==> config.mk <==
export PLATFORM = sky130hd
export DESIGN_NAME = alu_4bit_sequencer
export DESIGN_NICKNAME = d
export VERILOG_FILES = /design/src/rtl/alu_pkg.sv /design/src/rtl/alu_seq_regfile.sv /design/src/rtl/alu_4bit_sequencer.sv
export SDC_FILE = /design/constraint.sdc
export NUM_CORES = 1
export LEC_CHECK = 0
export CAP_MARGIN = 40
export CORE_MARGIN = 4
export CORE_UTILIZATION = 55
export CTS_BUF_LIST = sky130_fd_sc_hd__clkbuf_8
export DETAILED_ROUTE_END_ITERATION = 10
export PLACE_DENSITY = 0.95
export SYNTH_ARGS = -nofsm -noshare
export SYNTH_HDL_FRONTEND = slang
export SYNTH_SLANG_ARGS = --single-unit
==> constraint.sdc <==
create_clock -name clk -period 4.6 [get_ports clk]
set_clock_uncertainty 0.2 [all_clocks]
set_input_delay 1.15 -clock clk [delete_from_list [all_inputs] [get_ports clk]]
set_output_delay 1.15 -clock clk [all_outputs]
set_load 0.01 [all_outputs]
==> src/rtl/alu_pkg.sv <==
// Shared definitions for the 4-bit ALU sequencer: opcodes, data width,
// FSM state encoding and the captured-response record.
package alu_pkg;

    localparam int ALU_W = 4;

    localparam logic [2:0] OP_ADD = 3'd0;
    localparam logic [2:0] OP_SUB = 3'd1;
    localparam logic [2:0] OP_AND = 3'd2;
    localparam logic [2:0] OP_OR  = 3'd3;
    localparam logic [2:0] OP_XOR = 3'd4;
    localparam logic [2:0] OP_GT  = 3'd5;
    localparam logic [2:0] OP_SHL = 3'd6;
    localparam logic [2:0] OP_SHR = 3'd7;

    typedef enum logic [1:0] {
        ST_IDLE = 2'd0,
        ST_EXEC = 2'd1,
        ST_RESP = 2'd2
    } seq_state_e;

    // Everything the response channel carries besides valid.
    typedef struct packed {
        logic [ALU_W-1:0] result;
        logic             carry;
        logic             overflow;
        logic             zero;
    } alu_rsp_t;

    // A load reports its immediate with carry/overflow cleared and zero
    // reflecting the loaded value.
    function automatic alu_rsp_t load_rsp(input logic [ALU_W-1:0] imm);
        alu_rsp_t r;
        r.result   = imm;
        r.carry    = 1'b0;
        r.overflow = 1'b0;
        r.zero     = (imm == '0);
        return r;
    endfunction

endpackage

==> src/rtl/alu_seq_regfile.sv <==
// NREGS x ALU_W register file: two combinational read ports, one
// synchronous write port, synchronous clear on reset.
module alu_seq_regfile
    import alu_pkg::*;
#(
    parameter int NREGS = 4,
    parameter int IDX_W = $clog2(NREGS)
) (
    input  logic             clk,
    input  logic             rst,
    input  logic             we_i,
    input  logic [IDX_W-1:0] waddr_i,
    input  logic [ALU_W-1:0] wdata_i,
    input  logic [IDX_W-1:0] raddr_a_i,
    input  logic [IDX_W-1:0] raddr_b_i,
    output logic [ALU_W-1:0] rdata_a_o,
    output logic [ALU_W-1:0] rdata_b_o
);

    logic [NREGS-1:0][ALU_W-1:0] rf_q;

    // Single write port; reset clears every entry.
    always_ff @(posedge clk) begin
        if (rst) begin
            rf_q <= '0;
        end else if (we_i) begin
            rf_q[waddr_i] <= wdata_i;
        end
    end

    // NREGS is a power of two, so every index is in range.
    assign rdata_a_o = rf_q[raddr_a_i];
    assign rdata_b_o = rf_q[raddr_b_i];

endmodule

==> src/rtl/alu_4bit_sequencer.sv <==
// Command-side initiator for the external 4-bit ALU. Accepts one command
// at a time, runs it through the ALU (or loads an immediate), writes the
// result back to the register file and returns a response.
module alu_4bit_sequencer
    import alu_pkg::*;
#(
    parameter  int NREGS = 4,
    localparam int IDX_W = $clog2(NREGS)
) (
    input  logic             clk,
    input  logic             rst,
    // command channel
    input  logic             cmd_valid,
    output logic             cmd_ready,
    input  logic             cmd_load,
    input  logic [2:0]       cmd_op,
    input  logic [IDX_W-1:0] cmd_src_a,
    input  logic [IDX_W-1:0] cmd_src_b,
    input  logic [IDX_W-1:0] cmd_dst,
    input  logic [ALU_W-1:0] cmd_imm,
    // ALU side
    output logic [ALU_W-1:0] alu_a,
    output logic [ALU_W-1:0] alu_b,
    output logic [2:0]       alu_sel,
    input  logic [ALU_W-1:0] alu_result,
    input  logic             alu_carry,
    input  logic             alu_overflow,
    input  logic             alu_zero,
    // response channel
    output logic             rsp_valid,
    input  logic             rsp_ready,
    output logic [ALU_W-1:0] rsp_result,
    output logic             rsp_carry,
    output logic             rsp_overflow,
    output logic             rsp_zero
);

    seq_state_e state_q, state_d;

    // Latched command fields; they steer the ALU during EXEC so the ALU
    // inputs do not depend on the (possibly changing) command bus.
    logic [2:0]       op_q,    op_d;
    logic [IDX_W-1:0] src_a_q, src_a_d;
    logic [IDX_W-1:0] src_b_q, src_b_d;
    logic [IDX_W-1:0] dst_q,   dst_d;

    alu_rsp_t rsp_q, rsp_d;

    logic             accept;
    logic             rf_we;
    logic [IDX_W-1:0] rf_waddr;
    logic [ALU_W-1:0] rf_wdata;
    logic [ALU_W-1:0] rf_rdata_a;
    logic [ALU_W-1:0] rf_rdata_b;

    assign accept = cmd_valid && (state_q == ST_IDLE);

    alu_seq_regfile #(
        .NREGS (NREGS),
        .IDX_W (IDX_W)
    ) u_rf (
        .clk       (clk),
        .rst       (rst),
        .we_i      (rf_we),
        .waddr_i   (rf_waddr),
        .wdata_i   (rf_wdata),
        .raddr_a_i (src_a_q),
        .raddr_b_i (src_b_q),
        .rdata_a_o (rf_rdata_a),
        .rdata_b_o (rf_rdata_b)
    );

    // FSM state register; reset aborts any in-flight command or response.
    always_ff @(posedge clk) begin
        if (rst) begin
            state_q <= ST_IDLE;
        end else begin
            state_q <= state_d;
        end
    end

    // FSM next state: loads skip EXEC, ALU ops spend exactly one cycle there.
    always_comb begin
        state_d = state_q;
        case (state_q)
            ST_IDLE: if (cmd_valid) state_d = cmd_load ? ST_RESP : ST_EXEC;
            ST_EXEC: state_d = ST_RESP;
            ST_RESP: if (rsp_ready) state_d = ST_IDLE;
            default: state_d = ST_IDLE;
        endcase
    end

    // FSM outputs: handshakes, quiet-unless-EXEC ALU drive, write-back port.
    always_comb begin
        cmd_ready = (state_q == ST_IDLE);
        rsp_valid = (state_q == ST_RESP);
        alu_a     = '0;
        alu_b     = '0;
        alu_sel   = '0;
        rf_we     = 1'b0;
        rf_waddr  = dst_q;
        rf_wdata  = alu_result;
        case (state_q)
            ST_IDLE: begin
                // Immediate load writes straight from the command bus.
                rf_we    = cmd_valid && cmd_load;
                rf_waddr = cmd_dst;
                rf_wdata = cmd_imm;
            end
            ST_EXEC: begin
                alu_a   = rf_rdata_a;
                alu_b   = rf_rdata_b;
                alu_sel = op_q;
                // Operands were read combinationally this cycle, so writing
                // the same register at the closing edge is safe.
                rf_we   = 1'b1;
            end
            default: ;
        endcase
    end

    // Next values for the command latch and the response holding register.
    always_comb begin
        op_d    = op_q;
        src_a_d = src_a_q;
        src_b_d = src_b_q;
        dst_d   = dst_q;
        rsp_d   = rsp_q;
        if (accept) begin
            op_d    = cmd_op;
            src_a_d = cmd_src_a;
            src_b_d = cmd_src_b;
            dst_d   = cmd_dst;
            if (cmd_load) rsp_d = load_rsp(cmd_imm);
        end else if (state_q == ST_EXEC) begin
            // Flags are forwarded exactly as the ALU reports them.
            rsp_d.result   = alu_result;
            rsp_d.carry    = alu_carry;
            rsp_d.overflow = alu_overflow;
            rsp_d.zero     = alu_zero;
        end
    end

    // Command latch and response register; response stays stable in RESP.
    always_ff @(posedge clk) begin
        if (rst) begin
            op_q    <= '0;
            src_a_q <= '0;
            src_b_q <= '0;
            dst_q   <= '0;
            rsp_q   <= '0;
        end else begin
            op_q    <= op_d;
            src_a_q <= src_a_d;
            src_b_q <= src_b_d;
            dst_q   <= dst_d;
            rsp_q   <= rsp_d;
        end
    end

    assign rsp_result   = rsp_q.result;
    assign rsp_carry    = rsp_q.carry;
    assign rsp_overflow = rsp_q.overflow;
    assign rsp_zero     = rsp_q.zero;

endmodule

Yosys cells after proc, flatten, opt, wreduce, memory -nomap -nowiden --
Cells that the tools add are included.
Operators by class: equality and inequality tests 5, magnitude comparators 4, reduce and logical (&&, ||, !) cells 8, multiplexer cells 20
Operator list (number):
- 4-bit two-way mux | 6
- 7-bit two-way mux | 3
- 4-bit binary-select mux with 2-bit select | 2
- 16-bit bitwise mux | 1
- 2-bit by 3-bit less-than comparator with 1-bit output (second input constant) | 3
- 4-bit demux with 2-bit select | 1
- 2-bit two-way mux | 4
- 2-bit one-hot mux with 3 select lines | 1
- 4-bit zero test | 1
- 2-bit inequality test (second input constant) | 2
- 2-bit AND reduction | 2
- 1-bit logical AND | 3
- 3-bit two-way mux | 1
- 2-bit by 1-bit == test with 1-bit output (second input constant) | 1
- 2-bit == test (second input constant) | 1
- 2-bit by 1-bit >= comparator with 1-bit output (second input constant) | 1
- 2-bit zero test | 1
- 2-bit by 1-bit inequality test with 1-bit output (second input constant) | 1
- 1-bit one-hot mux with 2 select lines | 1
- 2-bit nonzero test | 1
Storage, ports and cells: register bits 34, word-level logic and storage cells 50, bits of input ports 25, output and inout port bits 20

Depth between registers and ports, before layout --
Gate-level depths: netlist of run 1.
depth after elaboration 7, mapped depth 5, mapped depth without buffers 3

Modules after synthesis --
A second synthesis of run 1 with hierarchy kept.
Second synthesis, totals: cell total of the unflattened synthesis 161, area, all modules 1776.7 um^2
Modules (own cells, without submodules):
- alu_4bit_sequencer | times used 1, area an instance 907.1 um^2, seq. area each 360.3 um^2, cells an instance 95
- alu_seq_regfile | times used 1, area an instance 869.6 um^2, seq. area each 320.3 um^2, cells an instance 66

Worst setup path before layout of run 1 --
Ideal clock, no wire load.
path kind reg-to-output, start register src_a_q[0], end output port alu_a[0], cell stages (with the launch flop) 4, buffers on the path 1, arrival time 1.257 ns, data required time 3.250 ns, path slack 1.993 ns, path through dfxtp_1 clkbuf_1 mux4_2 and2_1
Between the ends: word-level cells in the longest chain between the ends 3
RTL lines:
- start, declared | line alu_4bit_sequencer.sv:43 | logic [IDX_W-1:0] src_a_q, src_a_d;
- start signal, assigned | line alu_4bit_sequencer.sv:154 | src_a_q <= src_a_d;
- 4-bit binary-select mux with 2-bit select | line alu_seq_regfile.sv:32 | assign rdata_a_o = rf_q[raddr_a_i];
- 4-bit two-way mux (implied by the code) | line alu_seq_regfile.sv:32
- 4-bit two-way mux | line alu_4bit_sequencer.sv:103 | case (state_q)
- end, declared | line alu_4bit_sequencer.sv:22 | output logic [ALU_W-1:0] alu_a,
No other way between the ends. The select of a mux whose other input is x is not followed.

Final worst setup path of run 1 --
start register state_q[0], end output port alu_a[3]
Between the ends: word-level cells in the longest chain between the ends 2
RTL lines:
- start, declared | line alu_4bit_sequencer.sv:38 | seq_state_e state_q, state_d;
- start signal, assigned | line alu_4bit_sequencer.sv:78 | state_q <= state_d;
- 2-bit by 1-bit == test with 1-bit output | line alu_4bit_sequencer.sv:103
- 4-bit two-way mux | line alu_4bit_sequencer.sv:103
No other way between the ends.

==> results.json, run 1 <==
{
  "drt-total-wl_um": 4380,
  "yosysTopAreaCell": "dfxtp_1",
  "hold_violations": 0,
  "portBuffers": 44,
  "die-area_um2": 4330,
  "seq_area_frac_synth_pct": 37.0,
  "clkLatencyLatePin_ns": 0.29,
  "dpl_cell_area_um2": 2290,
  "cp.arrival_ns": 2.24,
  "clockBufferDepth": 2,
  "peakVddDrop_mv": 0.175,
  "synth_edf_count": 0,
  "syn_nets": 200,
  "synth_cells": 175,
  "dp_hpwl_um": 3290,
  "drc_errors": 0,
  "n_fill_cell": 206,
  "cp-start-kind": "flop",
  "wire_per_inst_um": 16.8,
  "end_kind": "output port",
  "synth_seq_cells": 34,
  "synth_common_cells": "dfxtp_1 (34), nor2b_1 (18), mux2i_1 (14), nor2_1 (13)",
  "yosysMostFrequentCell": "dfxtp_1",
  "slew_viol_final": 0,
  "tns_ns": 0,
  "drt_iter0_drc": 82,
  "drive_gt1_share_pct": 16.2,
  "crit-reg2reg-capture": "u_rf.rf_q[10]$_SDFFE_PP0P_",
  "fin_area_um2": 2380,
  "cap_violations": 0,
  "rr_worst_depth": 3,
  "max_freq_ghz": 0.279,
  "dr.pass1.iters": 4,
  "synth_top_area_share_pct": 37.0,
  "cts.sinks": 34,
  "hold_class": "flop to flop",
  "async_flop_share_pct": 0,
  "r2r-start": "state_q[1]$_SDFFE_PP0P_",
  "p_per_area_nw_per_um2": 282,
  "crit_path_end": "alu_a[3]",
  "yosysWarnings": 0,
  "status": "completed",
  "max-slew-margin-rel_pct": 55.3,
  "fin_crit_ns": 3.59,
  "total_leakage_power_uw": 0.000938,
  "grt_max_degree": 28,
  "die_h_um": 65.8,
  "ant_nets": 0,
  "overflow": 0,
  "r2r_slack_ns": 2.29,
  "avgSynthCellArea_um2": 10.5,
  "start_util_pct": 58.8,
  "ctsHoldBuffers": 0,
  "dr_total_vias": 1467,
  "antenna_found_initial": 0,
  "post_cts_resize_count": 0,
  "synth_ff_type": "dfxtp_1",
  "diodes": 0,
  "clkTransAtPathRegs_ns": 0.07,
  "worst_slew_pin_slew_ns": 0.670,
  "critPathKind": "flop to output port",
  "die_width_um": 65.8,
  "ys_types": 31,
  "holdCritStartpoint": "op_q[2]$_SDFFE_PP0P_",
  "worstSetupStartpoint": "state_q[0]$_SDFFE_PP0P_",
  "h-tree-depth": 2,
  "coreArea_um2": 3130,
  "cts-buffers-inserted": 5,
  "post_drt_via_cell_ratio": 5.64,
  "cts-root-buf": "clkbuf_8",
  "pin_count": 45,
  "row_count": 20,
  "synthTopCellsByArea": "dfxtp_1 (37%), mux4_2 (9.8%), mux2i_1 (7.6%)",
  "grt_pass1_wl_um": 7220,
  "required_ns": 3.25,
  "finalSetupViolCount": 0,
  "rsz0062_at_grt": "no",
  "num-nets-final": 240,
  "gp_congestion": 0.839,
  "cts_tree": "done",
  "grt.total_usage_pct": 22.6,
  "period_share_pct": 77.9,
  "postCtsSetupBuffers": 0,
  "first_global_vias": 1513,
  "syn_area_um2": 1840,
  "critPathMaxFanout": 20,
  "area_growth_pct": 29.6
}
[logic make-up after synthesis]
logic type / share of synthesized area (%)
AND/OR/NAND/NOR: 19.5
multiplexers: 27.2
buffers and inverters: 4.56
flip-flops: 37.0
AO/OA/AOI/OAI: 11.6
[report_power, final]
group | switching, uW | internal, uW | total, uW
clock network | 107 | 118 | 225
registers | 18.1 | 310 | 328
logic | 51.1 | 67.7 | 119
total | 176 | 496 | 672
[cell type report]
class                   instances  area (um2)  area share, %
multi-input cells             123        1070           45.1
flip-flops and latches         34         681           28.6
repair buffers                 46         463           19.4
clock buffers                   6        82.6           3.47
well taps                      44        55.1           2.31
inverters                       5        18.8          0.788
clock inverters                 2        8.76          0.368
[how the worst min path moves through the flow]
stage / to / slack, ns / cells after the start
floorplan: op_q[0]$_SDFFE_PP0P_ / 0.25 / 2
global placement: rsp_overflow$_SDFFE_PP0P_ / 0.26 / 2
detailed placement: op_q[2]$_SDFFE_PP0P_ / 0.28 / 2
CTS: rsp_overflow$_SDFFE_PP0P_ / 0.29 / 2
global route: rsp_overflow$_SDFFE_PP0P_ / 0.30 / 2
finish: op_q[2]$_SDFFE_PP0P_ / 0.29 / 2
[worst max-delay path, cell delays in order, from the launching register on]
cell             delay, ns
dfxtp_1               0.73
and2b_1               0.48
and2_1                0.20
clkdlybuf4s50_1       0.53
[through the flow]
step	power [uW]	worst slack (ns)	instances	util, %	hold slack, ns
CTS	677	1.00	260	76.2	0.291
global placement	445	1.35	251	72.8	0.262
floorplan	400	1.99	175	-	0.252
finish	672	1.01	260	76.2	0.287
global route	704	0.828	260	76.2	0.300
detailed placement	453	1.33	252	73.2	0.276
[registers in the layout (all words and copies together) (netlist names)]
name / count
u_rf.rf_q: 16
state_q: 2
rsp_zero: 1
src_a_q: 2
rsp_overflow: 1
rsp_carry: 1
src_b_q: 2
dst_q: 2
op_q: 3
rsp_result: 4
[placed cells by master (no fill, tap or decap), drive strengths merged]
cell	netlist	routed
mux2i	14	14
nand4b	1	1
inv	5	6
mux2	16	16
and4bb	1	1
and2	11	11
nand2b	1	1
dfxtp	34	34
o32a	1	1
nor3b	2	2
clkdlybuf4s50	0	44
and2b	1	1
o32ai	1	1
a22oi	1	1
o21ai	6	6
clkinv	0	1
a21oi	12	12
nand3	2	2
mux4	8	8
nor2	13	13
a211oi	5	5
clkbuf	7	6
nor2b	18	18
or3b	4	4
a32oi	2	2
nor4	1	1
nand3b	1	1
a21o	1	1
buf	6	2
[routing by layer]
layer	share of wire (%)	track usage, %	routed length [um]	up-vias
met5	0	0	0	-
met2	53	38.7	2330	50
met3	4.7	5.95	205	5
met1	41	26.6	1800	707
met4	0.96	9.07	42	0
li1	-	-	-	705
(Power assumes the default switching activity.)
==> run 2, diff against run 1 <==
Settings changed: CORE_UTILIZATION 55 to 46, PLACE_DENSITY 0.95 to 0.88.
Clock period 4.6 ns to 3.1 ns, I/O delays scaled along.
==> results.json, run 2 (synthesis results as in run 1) <==
{
  "finalSetupViolCount": 0,
  "cts-root-buf": "clkbuf_8",
  "largest_register_ff_count": 16,
  "num-nets-final": 243,
  "period_share_pct": 95.2,
  "start_util_pct": 48.7,
  "cp-start-kind": "flop",
  "grt_max_degree": 21,
  "cts_tree": "done",
  "tns_ns": 0,
  "pin_count": 45,
  "total_leakage_power_uw": 0.000951,
  "hold_violations": 0,
  "m1WireLength_um": 1780,
  "diodes": 0,
  "drt-total-wl_um": 4090,
  "dp.cells": 259,
  "cap_violations": 0,
  "slew_viol_final": 0,
  "grt_pass1_wl_um": 6930,
  "area_growth_pct": 30.7,
  "pre_cts_ws_ns": 0.415,
  "final_cells": 267,
  "gp_congestion": 0.894,
  "peakVddDrop_mv": 0.297,
  "ctsHoldBuffers": 0,
  "required_ns": 2.12,
  "ff_latch_area_um2": 681,
  "dr.pass1.iters": 5,
  "rsz0062_at_grt": "no",
  "clkTransAtPathRegs_ns": 0.07,
  "grt.total_usage_pct": 17.6,
  "ant_nets": 0,
  "setup_ws_ns": 0.150,
  "coreArea_um2": 3770,
  "post_cts_resize_count": 0,
  "cts.sinks": 34,
  "antenna_found_initial": 0,
  "post_drt_via_cell_ratio": 5.40,
  "postCtsSetupBuffers": 0,
  "drc_errors": 0,
  "final_cell_mix": "clkdlybuf4s50_1 (44), dfxtp_1 (34), nor2b_1 (18)",
  "status": "completed",
  "dp_hpwl_um": 3030,
  "first_global_vias": 1449,
  "dr_total_vias": 1443,
  "clockBufferDepth": 2,
  "final_common_cell": "clkdlybuf4s50_1",
  "die-area_um2": 5070,
  "worst_slew_pin_slew_ns": 0.534,
  "routed-wl-met2_um": 1950,
  "multi_input_comb_area_um2": 1070,
  "die_width_um": 71.2,
  "fin_crit_ns": 2.95,
  "critPathKind": "flop to output port",
  "max-slew-margin-rel_pct": 64.4,
  "top_register": "u_rf.rf_q",
  "end_kind": "output port",
  "portBuffers": 44,
  "row_count": 22,
  "drt_iter0_drc": 117,
  "final_util_pct": 63.7,
  "h-tree-depth": 2,
  "drive_gt1_share_pct": 17.4,
  "die_h_um": 71.2,
  "top_layer_used": "met4",
  "wl_met3_um": 263,
  "clkLatencyLatePin_ns": 0.29,
  "total_power_uw": 1000,
  "overflow": 0,
  "cts-buffers-inserted": 5,
  "hold_class": "flop to flop",
  "p_per_area_nw_per_um2": 417,
  "cp.arrival_ns": 1.98,
  "max_freq_ghz": 0.339,
  "wire_per_inst_um": 15.3,
  "n_fill_cell": 294,
  "critPathMaxFanout": 5
}
[run 2: changes by cell type in the layout (fill, tap and decap cells not counted), sizes merged]
cell  delta
buf      +3
[run 2: layout make-up]
cell class | count | share of cell area [%]
flip-flops and latches | 34 | 28.3
well taps | 48 | 2.50
clock buffers | 6 | 3.44
repair buffers | 49 | 19.9
inverters | 5 | 0.781
clock inverters | 2 | 0.365
multi-input cells | 123 | 44.7
[run 2: where the power goes]
part	leakage [uW]	internal [uW]	total, uW	switching (uW)
registers	0.000277	460	479	18.9
clock network	0.0000524	176	339	163
logic	0.000621	102	183	80.4
[run 2: path summary, 6_finish.rpt]
kind,endpoint,startpoint,slack [ns],cells past startpoint
worst min-delay path,rsp_carry$_SDFFE_PP0P_,rsp_carry$_SDFFE_PP0P_,0.27,2
worst max-delay path,alu_b[0],src_b_q[0]$_SDFFE_PP0P_,0.15,3
worst min register to register,rsp_carry$_SDFFE_PP0P_,rsp_carry$_SDFFE_PP0P_,0.27,2
worst max register to register,u_rf.rf_q[14]$_SDFFE_PP0P_,state_q[0]$_SDFFE_PP0P_,1.23,4
[run 2: metal layers]
metal  GRT usage, %  vias to the layer above
li1               -                      713
met4           6.89                        0
met2           27.0                       43
met5              0                        -
met3           6.03                       10
met1           22.7                      677
[run 2: worst max-delay path: stages, from the launching register on]
cell and delay, ns:
dfxtp_1 0.49, mux4_2 0.55, and2_1 0.17, clkdlybuf4s50_1 0.47
[run 2: through the flow]
stage	hold slack (ns)	instance area [um2]
after floorplan	0.252	1840
after global placement	0.260	2310
after detailed placement	0.267	2310
after CTS	0.276	2400
after global routing	0.295	2400
final	0.274	2400
